File: config.mk
export PLATFORM = sky130hd
export DESIGN_NAME = aes_block_sequencer_flat
export DESIGN_NICKNAME = d
export VERILOG_FILES = /design/src/rtl/aes_pkg.sv /design/src/rtl/aes_block_sequencer_if.sv /design/src/rtl/aes_block_sequencer.sv /design/src/flat_wrapper.sv
export SDC_FILE = /design/constraint.sdc
export NUM_CORES = 1
export LEC_CHECK = 0
export ABC_AREA = 0
export BUFFER_PORTS_ARGS = -buffer_cell sky130_fd_sc_hd__buf_2
export CAP_MARGIN = 20
export CORE_ASPECT_RATIO = 0.75
export CORE_MARGIN = 5
export CORE_UTILIZATION = 35
export CTS_BUF_LIST = sky130_fd_sc_hd__clkbuf_4
export CTS_CLUSTER_SIZE = 8
export DETAILED_ROUTE_END_ITERATION = 16
export GPL_TIMING_DRIVEN = 0
export PLACE_DENSITY = 0.57
export SETUP_SLACK_MARGIN = 0.3
export SLEW_MARGIN = 10
export SYNTH_ARGS = -nofsm -noshare
export SYNTH_HDL_FRONTEND = slang
export SYNTH_SLANG_ARGS = --single-unit
File: constraint.sdc
create_clock -name clk -period 2.5 [get_ports clk]
set_input_delay 0.5 -clock clk [delete_from_list [all_inputs] [get_ports clk]]
set_output_delay 0.5 -clock clk [all_outputs]
set_load 0.02 [all_outputs]
File: src/rtl/aes_pkg.sv
// Shared types and constants for the AES block sequencer: FSM states,
// block geometry and a helper that extracts one 32-bit word of a block.
package aes_pkg;

  localparam int WORDS_PER_BLOCK = 4;
  localparam int WORD_IDX_W      = $clog2(WORDS_PER_BLOCK);

  typedef enum logic [1:0] {
    ST_FILL,
    ST_LOAD,
    ST_WAIT,
    ST_DRAIN
  } seq_state_e;

  typedef logic [WORD_IDX_W-1:0] word_idx_t;

  // Word 0 is the most significant 32 bits of the block.
  function automatic logic [31:0] block_word(input logic [127:0] blk, input word_idx_t idx);
    return blk[(WORDS_PER_BLOCK - 1 - int'(idx)) * 32 +: 32];
  endfunction

endpackage

File: src/rtl/aes_block_sequencer_if.sv
// Word stream in/out plus the cipher-core load/done bus of the sequencer.
// The master modport is the sequencer's view; slave is the environment's.
interface aes_block_sequencer_if;

  logic [31:0]  s_data;
  logic         s_valid;
  logic         s_ready;
  logic [31:0]  m_data;
  logic         m_valid;
  logic         m_ready;
  logic         aes_ld;
  logic [127:0] aes_text_in;
  logic         aes_done;
  logic [127:0] aes_text_out;

  modport master (
    input  s_data, s_valid, m_ready, aes_done, aes_text_out,
    output s_ready, m_data, m_valid, aes_ld, aes_text_in
  );

  modport slave (
    output s_data, s_valid, m_ready, aes_done, aes_text_out,
    input  s_ready, m_data, m_valid, aes_ld, aes_text_in
  );

endinterface

File: src/rtl/aes_block_sequencer.sv
// Packs four 32-bit words into a 128-bit block, hands it to an external AES
// core, waits (with timeout) for the result and streams it out as four words.
module aes_block_sequencer
  import aes_pkg::*;
#(
  parameter int TIMEOUT_CYC = 16
) (
  input  logic                   clk,
  input  logic                   rst,
  aes_block_sequencer_if.master  bus,
  output logic                   busy,
  output logic                   err_timeout
);

  localparam int        TMR_W    = $clog2(TIMEOUT_CYC + 1);
  localparam word_idx_t LAST_IDX = word_idx_t'(WORDS_PER_BLOCK - 1);

  seq_state_e       state_reg, state_next;
  word_idx_t        in_cnt_reg, out_cnt_reg;
  logic [TMR_W-1:0] timer_reg;
  logic [31:0]      text_word_reg [WORDS_PER_BLOCK];
  logic [127:0]     buf_reg;
  logic             err_reg;

  logic accept;
  logic out_fire;
  logic done_capture;
  logic timeout_hit;

  always_comb begin
    state_next    = state_reg;
    accept        = 1'b0;
    out_fire      = 1'b0;
    done_capture  = 1'b0;
    timeout_hit   = (timer_reg == TMR_W'(TIMEOUT_CYC - 1));
    bus.s_ready   = 1'b0;
    bus.m_valid   = 1'b0;
    bus.aes_ld    = 1'b0;
    case (state_reg)
      ST_FILL: begin
        // Not ready while reset is being applied, so no word slips in.
        bus.s_ready = !rst;
        accept      = bus.s_valid && !rst;
        if (accept && in_cnt_reg == LAST_IDX) state_next = ST_LOAD;
      end
      ST_LOAD: begin
        bus.aes_ld = 1'b1;
        state_next = ST_WAIT;
      end
      ST_WAIT: begin
        // A done in the final timeout cycle still counts as a completion.
        done_capture = bus.aes_done;
        if (bus.aes_done)     state_next = ST_DRAIN;
        else if (timeout_hit) state_next = ST_FILL;
      end
      ST_DRAIN: begin
        bus.m_valid = 1'b1;
        out_fire    = bus.m_ready;
        if (out_fire && out_cnt_reg == LAST_IDX) state_next = ST_FILL;
      end
      default: state_next = ST_FILL;
    endcase
  end

  always_ff @(posedge clk) begin
    if (rst) begin
      state_reg   <= ST_FILL;
      in_cnt_reg  <= '0;
      out_cnt_reg <= '0;
      timer_reg   <= '0;
      buf_reg     <= '0;
      err_reg     <= 1'b0;
      for (int i = 0; i < WORDS_PER_BLOCK; i++) text_word_reg[i] <= '0;
    end else begin
      state_reg <= state_next;
      if (accept)   in_cnt_reg  <= in_cnt_reg + 1'b1;
      if (out_fire) out_cnt_reg <= out_cnt_reg + 1'b1;
      timer_reg <= (state_reg == ST_WAIT) ? timer_reg + 1'b1 : '0;
      if (done_capture) buf_reg <= bus.aes_text_out;
      if (state_reg == ST_WAIT && !bus.aes_done && timeout_hit) err_reg <= 1'b1;
      for (int i = 0; i < WORDS_PER_BLOCK; i++) begin
        if (accept && in_cnt_reg == word_idx_t'(i)) text_word_reg[i] <= bus.s_data;
      end
    end
  end

  // First accepted word lands in the most significant slot.
  for (genvar gi = 0; gi < WORDS_PER_BLOCK; gi++) begin : g_text_in
    assign bus.aes_text_in[(WORDS_PER_BLOCK - 1 - gi) * 32 +: 32] = text_word_reg[gi];
  end

  assign bus.m_data  = block_word(buf_reg, out_cnt_reg);
  assign busy        = (state_reg != ST_FILL);
  assign err_timeout = err_reg;

endmodule

File: src/flat_wrapper.sv
// flat-port wrapper written by rule: the top's interface ports become plain ports
module aes_block_sequencer_flat import aes_pkg::*;
#(
  parameter int TIMEOUT_CYC = 16
)
  (clk, rst, busy, err_timeout, bus_s_data, bus_s_valid, bus_m_ready, bus_aes_done, bus_aes_text_out, bus_s_ready, bus_m_data, bus_m_valid, bus_aes_ld, bus_aes_text_in);
  aes_block_sequencer_if bus_i ();
  input  logic clk;
  input  logic rst;
  output logic busy;
  output logic err_timeout;
  input wire logic [$bits(bus_i.s_data)-1:0] bus_s_data;
  input wire logic [$bits(bus_i.s_valid)-1:0] bus_s_valid;
  input wire logic [$bits(bus_i.m_ready)-1:0] bus_m_ready;
  input wire logic [$bits(bus_i.aes_done)-1:0] bus_aes_done;
  input wire logic [$bits(bus_i.aes_text_out)-1:0] bus_aes_text_out;
  output wire logic [$bits(bus_i.s_ready)-1:0] bus_s_ready;
  output wire logic [$bits(bus_i.m_data)-1:0] bus_m_data;
  output wire logic [$bits(bus_i.m_valid)-1:0] bus_m_valid;
  output wire logic [$bits(bus_i.aes_ld)-1:0] bus_aes_ld;
  output wire logic [$bits(bus_i.aes_text_in)-1:0] bus_aes_text_in;
  assign bus_i.s_data = bus_s_data;
  assign bus_i.s_valid = bus_s_valid;
  assign bus_i.m_ready = bus_m_ready;
  assign bus_i.aes_done = bus_aes_done;
  assign bus_i.aes_text_out = bus_aes_text_out;
  assign bus_s_ready = bus_i.s_ready;
  assign bus_m_data = bus_i.m_data;
  assign bus_m_valid = bus_i.m_valid;
  assign bus_aes_ld = bus_i.aes_ld;
  assign bus_aes_text_in = bus_i.aes_text_in;
  aes_block_sequencer #(.TIMEOUT_CYC(TIMEOUT_CYC)) u_core (.clk(clk), .rst(rst), .bus(bus_i), .busy(busy), .err_timeout(err_timeout));
endmodule
==> metrics.md, run 1 <==
| Metric | Value |
|---|---|
| Status | finished with violations |
| Failing checks | setup timing |
| Most frequent CP cell | buf_4 |
| Max H-tree Level | 3 |
| Average cell area after synthesis | ~12 um2 |
| Routed len/inst | between 15 and 20 um |
| Core Box Area | roughly 32000 um2 |
| Most frequent cells in the layout | 320 x buf_2, 158 x nand2_1, 138 x dfxtp_1, 129 x and3_1, 128 x edfxtp_1 |
| Fin crit share | 100% |
| Util after Layout | between 40 and 50% |
| Pwr/cell area | 628 nW/um2 |
| Initial Utilization | a little over a third |
| Synth Net Count | 1119 |
| 1st-pass router iterations | 5 |
| PnR Total Power | between 9 and 10 mW |
| Post-Place Cell Area | approximately 14000 um2 |
| Design area | around 16000 um2 |
| Synth cell types | 33 |
| Commonest non-fill, non-tap cell in the layout | buf_2 |
| Via count | 9043 |
| Post-Layout Cell Count | 1909 |
| Layout cell share with drive strength beyond 1 | between 50% and 60% |
| Crit path max-delay cell type | mux4_2 |
| Final number of setup-violating endpoints | 4 |
| GRT Resource Usage Total | 19.6% |
| Routed wire length | roughly 37000 um |
| Post-synth EDFFs | roughly 130 |
| Layout Nets | roughly 1600 |
| Clk Latency, worst-skew pair | approximately 0.67 ns |
| Post-route ant nets | 0 |
| Antenna violations before repair | 8 |
| Post-synthesis sequential area ratio | 58.2% |
| Synth warnings | 0 |
| Top cell type's share of synthesized area | 33.7% |
| Post-synthesis cell area | about 11000 um2 |
| # rows | between 50 and 60 |
| Worst-path clk slew | 0.06 ns |
| Horiz. Die Dim | roughly 220 um |
| Ys flop type | dfxtp_1 |
| Fmax | approximately 0.40 GHz |
| Worst Path Arrival | between 2 and 2.5 ns |
| CTS tree | yes |
| Largest area contributor in the netlist | edfxtp_1 |
| Critical path, cell by cell | buf_8, buf_4, mux4_2, buf_4 |
| Setup TNS | -0.0200 ns |
| Die area | ~36000 um2 |
| Area contributors post-synth | edfxtp_1 34%, dfxtp_1 25%, a21oi_2 7.7%, and3_1 7.1%, mux4_2 6.3% |
| Post-synth ARST share | 0% |
| Syn-to-layout area delta | 36.4% |
| Final hold vios | 0 |
| Maxcap violations | 0 |
| Slew HR | between 40% and 50% |
| Clk Tree Root Cell | clkbuf_4 |
| RD Place Congestion | slightly above 0.8 |
| Worst vdd ir | ~0.36 mV |
| Leak Pwr | about 6.6 nW |
| Crit-path max FO | 6 |
| DR iter-0 viols | approximately 550 |
| CP Launch Type | register |
| Vias per cell | roughly 4.7 |
| Setup WS pre-CTS | 0.138 ns |
| Die Y-Extent | around 170 um |
| Port-buffer cells | ~330 |
| Hold WC Path Type | input port to register |
| Yosys reg bits | about 270 |
| CP Class | register to output port |
| Worst slew pin tran | around 0.76 ns |
| Post-route DRC violation count | 0 |
| Clock sink total | ~270 |
| Boundary Pins | 330 |
| RSZ-0062 raised after global routing | true |
| Worst path required time | roughly 2 ns |
| Post-DP HPWL | 25700 um |
| Grt ovf | 0 |
| Setup Skew | 0.0466 ns |
| CTS buffer count | 71 |
| Hold_ws | 0.0833 ns |
| Worst path max stage delay | ~0.52 ns |
| Cells after synthesis | 947 |
| Vias in the first global route | about 9500 |
| Largest net degree at the start of global routing | 33 |
| Max Buffers Root-to-Sink | 3 |
| Critical path capture point type | output port |
| Global-route wire length before repair | 54800 um |
| Final min period | ~2.5 ns |
| Inst Count DP | between 1500 and 2000 |
| Max Slew Vio Count | 0 |
| Final worst slack | -0.0116 ns |
==> synthesized netlist by cell type, types with 2 or more instances <==
cell	count
and2_1	2
buf_2	24
and3_1	129
clkbuf_2	2
mux4_2	32
a21o_1	3
nor2_1	10
nand3_1	4
buf_4	13
ha_1	7
clkbuf_1	18
xor2_1	2
inv_1	6
nand2_2	100
xnor2_1	2
nand2_1	158
buf_6	12
dfxtp_1	140
buf_12	11
nand2b_1	2
nor2b_1	2
mux2i_1	2
a21oi_2	100
edfxtp_1	128
a21oi_1	30
==> logic make-up after synthesis <==
group | synth area share [%]
AO/OA/AOI/OAI | 9.35
buffers and inverters | 5.90
adder cells (fa/ha/maj) | 0.767
flip-flops | 58.2
AND/OR/NAND/NOR | 19.0
XOR/XNOR | 0.307
multiplexers | 6.49
==> routing by layer <==
| layer | GRT usage, % | vias up | share of wire (%) |
|---|---|---|---|
| met5 | 0 | - | 0 |
| met4 | 7.40 | 0 | 3.1 |
| met3 | 4.92 | 79 | 6.3 |
| met2 | 31.2 | 320 | 46 |
| met1 | 26.1 | 4342 | 44 |
| li1 | - | 4302 | - |
==> final timing paths <==
path / cells past startpoint / to / startpoint / slack [ns]
max: 4 / bus_m_data[3] / u_core.out_cnt_reg[1]$_SDFFE_PP0P_ / -0.01
min: 3 / u_core.buf_reg[79]$_SDFFE_PP0P_ / bus_aes_text_out[79] / 0.08
max reg2reg: 5 / u_core.text_word_reg[0][4]$_SDFFCE_PN0P_ / u_core.in_cnt_reg[0]$_SDFFE_PP0N_ / 0.47
min reg2reg: 1 / u_core.timer_reg[0]$_SDFF_PP0_ / u_core.timer_reg[0]$_SDFF_PP0_ / 0.45
==> critical path: cells and delay by family, from the launching register on <==
kind,cells,cell delay [ns]
buffers and inverters,3,0.49
flip-flops,1,0.34
multiplexers,1,0.52
==> power by group <==
group	internal, mW	switching [mW]	leakage, nW
registers	4.77	0.0544	2.47
logic	0.366	0.651	3.56
clock network	2.15	1.79	0.544
total	7.28	2.49	6.57
==> timing repair <==
item | in CTS | in global routing
setup buffers | 8 | 0
hold buffers | 51 | 1
setup endpoints to repair | 80 | 32
hold endpoints to repair | 51 | 1
gates resized for setup | 53 | 40
cloned | 1 | 2
==> cell type report <==
type                            count  area [um2]
Fill cell                        3034       16700
Sequential cell                   268        6650
Buffer                             80         749
Antenna cell                        7        17.5
Multi-Input combinational cell    593        4110
Inverter                            6        22.5
Clock inverter                     12         100
Timing Repair Buffer              394        2560
Tap cell                          442         553
Clock buffer                      107         803
(Power assumes the default switching activity.)
==> inputs of run 2 (changes only) <==
Clock period 2.5 ns to 3.2 ns, I/O delays scaled along.
==> metrics.md, run 2 (synthesized netlist as in run 1, its figures left out) <==
| Metric | Value |
|---|---|
| Worst path required time | approximately 2.6 ns |
| CP top delay family | buffers and inverters |
| Vias in the first global route | between 9000 and 10000 |
| RSZ-0062 raised after global routing | false |
| Antenna violations before repair | 9 |
| Critical path, cell by cell | buf_6, buf_8, mux4_2, buf_2 |
| Post-route DRC violation count | 0 |
| Crit-path max FO | 10 |
| Fin crit share | 86.2% |
| Setup WS pre-CTS | around 0.7 ns |
| Commonest non-fill, non-tap cell in the layout | buf_2 |
| Layout cell share with drive strength beyond 1 | 53.3% |
| Die Y-Extent | approximately 170 um |
| Final hold vios | 0 |
| GRT Resource Usage Total | a little under a fifth |
| Post-DP HPWL | between 20000 and 30000 um |
| RD Place Congestion | 0.807 |
| Final worst slack | 0.443 ns |
| Crit path max-delay cell type | mux4_2 |
| 1st-pass router iterations | 5 |
| Max Buffers Root-to-Sink | 3 |
| Setup Skew | roughly 0.054 ns |
| DR iter-0 viols | ~550 |
| Worst-path clk slew | roughly 0.06 ns |
| Max H-tree Level | 3 |
| Final number of setup-violating endpoints | 0 |
| Worst path max stage delay | 0.53 ns |
| Pwr/cell area | between 500 and 600 nW/um2 |
| Port-buffer cells | 328 |
| CP Class | register to output port |
| WP buf/inv | 3 |
| Initial Utilization | between 30% and 40% |
| Critical path capture point type | output port |
| Worst vdd ir | between 0.2 and 0.3 mV |
| Core Box Area | 32300 um2 |
| Status | finished clean |
| Worst Path Arrival | around 2.1 ns |
| Post-CTS Setup Inserts | 0 |
| Worst slew pin tran | roughly 0.85 ns |
| Global-route wire length before repair | between 50000 and 60000 um |
| Max Slew Vio Count | 0 |
| CTS buffer count | 71 |
| Clk Tree Root Cell | clkbuf_4 |
| Clk Latency, worst-skew pair | 0.67 ns |
| Clock sink total | approximately 270 |
| Boundary Pins | 330 |
| Fillers | a little over 3000 |
| Most frequent cells in the layout | 350 x buf_2, 158 x nand2_1, 140 x dfxtp_1, 129 x and3_1, 128 x edfxtp_1 |
| Register area | between 6000 and 7000 um2 |
| Routed len/inst | around 19 um |
| # rows | between 50 and 60 |
| Via count | a little under 9000 |
| Area of the multi-input gates | 4100 um2 |
| Layout Nets | roughly 1500 |
| Largest net degree at the start of global routing | 33 |
| Leak Pwr | 6.25 nW |
| Slew HR | approximately 43% |
| Hold WC Path Type | input port to register |
| Horiz. Die Dim | approximately 220 um |
| Final min period | roughly 2.8 ns |
| CTS Hold Buffers Added | 0 |
| Syn-to-layout area delta | 28.5% |
| Die area | between 30000 and 40000 um2 |
| Vias per cell | approximately 4.7 |
| CP Launch Type | register |
| Post-route ant nets | 0 |
| CTS tree | yes |
| Grt ovf | 0 |
| Setup TNS | 0 ns |
| Fmax | 0.363 GHz |
| Maxcap violations | 0 |
| Routed wire length | between 30000 and 40000 um |
[run 2: changes by cell type in the layout (fill, tap and decap cells not counted), moves of 2 or more]
cell and delta:
buf_12 -3, buf_2 +30, buf_4 -4, buf_6 -30
clkbuf_16 -2, dfxtp_1 +2, dfxtp_2 -2, dlygate4sd3_1 -52
[run 2: path summary, 6_finish.rpt]
path | start | to | slack, ns | cells past startpoint
worst min-delay path | bus_aes_text_out[101] | u_core.buf_reg[101]$_SDFFE_PP0P_ | 0.20 | 3
worst max register to register | u_core.in_cnt_reg[0]$_SDFFE_PP0N_ | u_core.text_word_reg[2][24]$_SDFFCE_PN0P_ | 0.90 | 4
worst max-delay path | u_core.out_cnt_reg[1]$_SDFFE_PP0P_ | bus_m_data[10] | 0.44 | 4
worst min register to register | u_core.timer_reg[0]$_SDFF_PP0_ | u_core.timer_reg[0]$_SDFF_PP0_ | 0.45 | 1
[run 2: worst register-to-register path: stages, from the launching register on]
cell and delay, ns:
dfxtp_1 0.35, inv_1 0.09, ha_1 0.29, clkbuf_1 0.39
a21o_2 0.76
[run 2: stage by stage]
step	power [mW]	cell area [um2]	util, %	std cells	hold WS, ns
finish	7.56	14700	45.4	1846	0.200
global route	7.93	14700	45.4	1846	0.114
CTS	7.68	14600	45.3	1839	0.116
detailed placement	4.59	13700	42.4	1720	0.447
global placement	4.57	13600	42.1	1717	0.431
floorplan	4.20	11400	-	947	0.418
[run 2: repair_timing]
item / CTS / global route
gates resized for setup: 9 / 7
setup endpoints to repair: 28 / 28
hold endpoints to repair: 0 / 0
[run 2: final cells by class]
cell class / count / area share, %
antenna: 7 / 0.119
buffer: 80 / 4.85
clock buffer: 107 / 5.48
clock inverter: 12 / 0.682
inverter: 6 / 0.154
multi-input combinational: 593 / 28.0
sequential: 268 / 45.3
tap: 442 / 3.77
timing repair buffer: 331 / 11.7
[run 2: layer usage]
layer	vias to the layer above	part of all wire, %	GRT usage, %
li1	4172	-	-
met1	4156	45	25.8
met2	298	46	29.8
met3	77	6.6	4.99
met4	2	3.1	7.53
met5	-	0.037	0
[run 2: report_power, final]
part | total (mW) | internal [mW] | leakage [nW] | switching [mW]
clock network | 3.05 | 1.68 | 0.544 | 1.38
registers | 3.77 | 3.72 | 2.47 | 0.0422
logic | 0.738 | 0.241 | 3.23 | 0.497
total | 7.56 | 5.64 | 6.25 | 1.92
==> inputs of run 3 (changes only) <==
Settings changed: BUFFER_PORTS_ARGS -buffer_cell sky130_fd_sc_hd__buf_2 to unset, DONT_BUFFER_PORTS set to 1, PLACE_DENSITY 0.57 to 0.48.
==> metrics.md, run 3 (synthesized netlist as in run 1, its figures left out) <==
| Metric | Value |
|---|---|
| Routed len/inst | between 20 and 25 um |
| Vias in the first global route | slightly below 8000 |
| Status | finished clean |
| Post-Place Cell Area | 12100 um2 |
| Vias per cell | between 4 and 5 |
| 1st-pass router iterations | 5 |
| Register area | ~6600 um2 |
| Inst Count DP | between 1000 and 1500 |
| Die area | around 36000 um2 |
| CP Class | register to output port |
| Clock sink total | about 270 |
| RSZ-0062 raised after global routing | false |
| Clk Tree Root Cell | clkbuf_4 |
| CTS tree | yes |
| Hold WC Path Type | input port to register |
| Worst path required time | ~2.6 ns |
| Layout Nets | 1234 |
| Design area | between 10000 and 15000 um2 |
| Worst reg2reg startpoint | u_core.in_cnt_reg[0]$_SDFFE_PP0N_ |
| Final worst slack | 0.420 ns |
| Horiz. Die Dim | roughly 220 um |
| Post-DP HPWL | roughly 26000 um |
| Setup Skew | 0.0283 ns |
| DR iter-0 viols | 341 |
| Core Box Area | roughly 32000 um2 |
| Area of the multi-input gates | around 4100 um2 |
| Top Metal Used | met5 |
| Fin crit share | between 80 and 90% |
| Clk Latency, worst-skew pair | a little under 0.7 ns |
| Post-CTS Setup Inserts | 0 |
| RD Place Congestion | ~0.78 |
| Critical path capture point type | output port |
| Fmax | 0.360 GHz |
| Worst slew pin tran | between 0.8 and 0.9 ns |
| Max Slew Vio Count | 0 |
| # rows | between 50 and 60 |
| Largest net degree at the start of global routing | 33 |
| Maxcap violations | 0 |
| Commonest non-fill, non-tap cell in the layout | nand2_1 |
| Worst Path Arrival | 2.14 ns |
| Max Buffers Root-to-Sink | 3 |
| Antenna violations before repair | 2 |
| Setup TNS | 0 ns |
| Via count | 7628 |
| Grt ovf | 0 |
| Global-route wire length before repair | 51700 um |
| Most frequent cells in the layout | 158 x nand2_1, 140 x dfxtp_1, 129 x and3_1, 128 x edfxtp_1, 111 x clkbuf_4 |
| CTS buffer count | about 70 |
| Metal3 WL | between 3000 and 4000 um |
| CP Launch Type | register |
| Worst-path clk slew | 0.07 ns |
| Hold Path Stages | 2 |
| Met2 wire len | approximately 16000 um |
| GRT Resource Usage Total | a little under a fifth |
| Hold EP | u_core.buf_reg[18]$_SDFFE_PP0P_ |
| Port-buffer cells | 0 |
| Routed wire length | ~36000 um |
| Post-route ant nets | 0 |
| Max H-tree Level | 3 |
| Die Y-Extent | 166 um |
| Final min period | 2.78 ns |
| Worst R2R End | u_core.text_word_reg[0][22]$_SDFFCE_PN0P_ |
| Layout cell share with drive strength beyond 1 | between 30% and 40% |
| Final number of setup-violating endpoints | 0 |
| Fillers | around 3200 |
| Post-route DRC violation count | 0 |
| Pwr/cell area | about 550 nW/um2 |
| Final hold vios | 0 |
| Initial Utilization | 35.3% |
| Leak Pwr | 4.99 nW |
| Crit-path max FO | 10 |
| Worst reg-to-reg path cell count | 5 |
| Util after Layout | 41.5% |
| Worst hold start | bus_aes_text_out[18] |
| Post-Layout Cell Count | 1557 |
| Wire length on met1 | 15700 um |
| Syn-to-layout area delta | 17.4% |
| Setup WS pre-CTS | roughly 0.7 ns |
| Worst vdd ir | 0.196 mV |
| Slew HR | 43.1% |
| Boundary Pins | 330 |
| Flop2flop setup slack | 1.05 ns |
-- run 3: changes by cell type in the layout (fill, tap and decap cells not counted) --
| cell | change |
|---|---|
| clkinv_2 | -1 |
| buf_2 | -328 |
| inv_2 | +2 |
| clkinv_1 | -1 |
| clkbuf_4 | +4 |
| diode_2 | -5 |
| dlygate4sd3_1 | +38 |
| buf_4 | +3 |
| bufinv_16 | -1 |
| clkinvlp_4 | +2 |
| buf_6 | +1 |
| buf_8 | -2 |
| buf_12 | -3 |
| buf_16 | +2 |
-- run 3: timing repair --
action                                  4_1_cts  5_1_grt
hold endpoints to repair                     38        0
endpoints found under the setup margin       28        0
hold buffers                                 38        0
resized for setup                             7        0
-- run 3: power by group --
group / switching [mW] / total [mW] / internal, mW
clock: 1.43 / 3.08 / 1.65
sequential: 0.212 / 3.95 / 3.73
combinational: 0.253 / 0.387 / 0.134
-- run 3: cell type report --
cell class	count	share of cell area, %
antenna	2	0.0373
buffer	80	5.03
clock buffer	111	6.22
clock inverter	13	0.625
inverter	6	0.168
multi-input combinational	593	30.6
sequential	268	49.6
tap	442	4.13
timing repair buffer	42	3.60
-- run 3: stage by stage --
| step | power [mW] | hold WS (ns) |
|---|---|---|
| after floorplan | 4.20 | 0.418 |
| after global placement | 4.36 | 0.433 |
| after detailed placement | 4.38 | 0.441 |
| after CTS | 7.55 | 0.000331 |
| after global routing | 7.78 | 0.00874 |
| final | 7.41 | 0.0809 |
-- run 3: routing by layer --
layer | vias to the layer above | track usage (%)
met4 | 2 | 6.06
met1 | 3691 | 25.1
met2 | 283 | 28.7
met3 | 67 | 7.44
li1 | 3585 | -
met5 | - | 0
-- run 3: worst max path at each step --
| stage | start | end | cells after the start |
|---|---|---|---|
| after CTS | u_core.out_cnt_reg[0]$_SDFFE_PP0P_ | bus_m_data[0] | 4 |
| after detailed placement | rst | u_core.text_word_reg[3][19]$_SDFFCE_PN0P_ | 4 |
| after floorplan | rst | u_core.text_word_reg[3][0]$_SDFFCE_PN0P_ | 3 |
| final | u_core.out_cnt_reg[1]$_SDFFE_PP0P_ | bus_m_data[21] | 4 |
| after global placement | rst | u_core.text_word_reg[3][26]$_SDFFCE_PN0P_ | 3 |
| after global routing | u_core.out_cnt_reg[0]$_SDFFE_PP0P_ | bus_m_data[14] | 4 |
-- run 3: worst max-delay path, stage by stage (launching register included) --
cell and delay [ns]:
dfxtp_1 0.33, buf_4 0.20, buf_6 0.22, buf_4 0.27, mux4_2 0.45
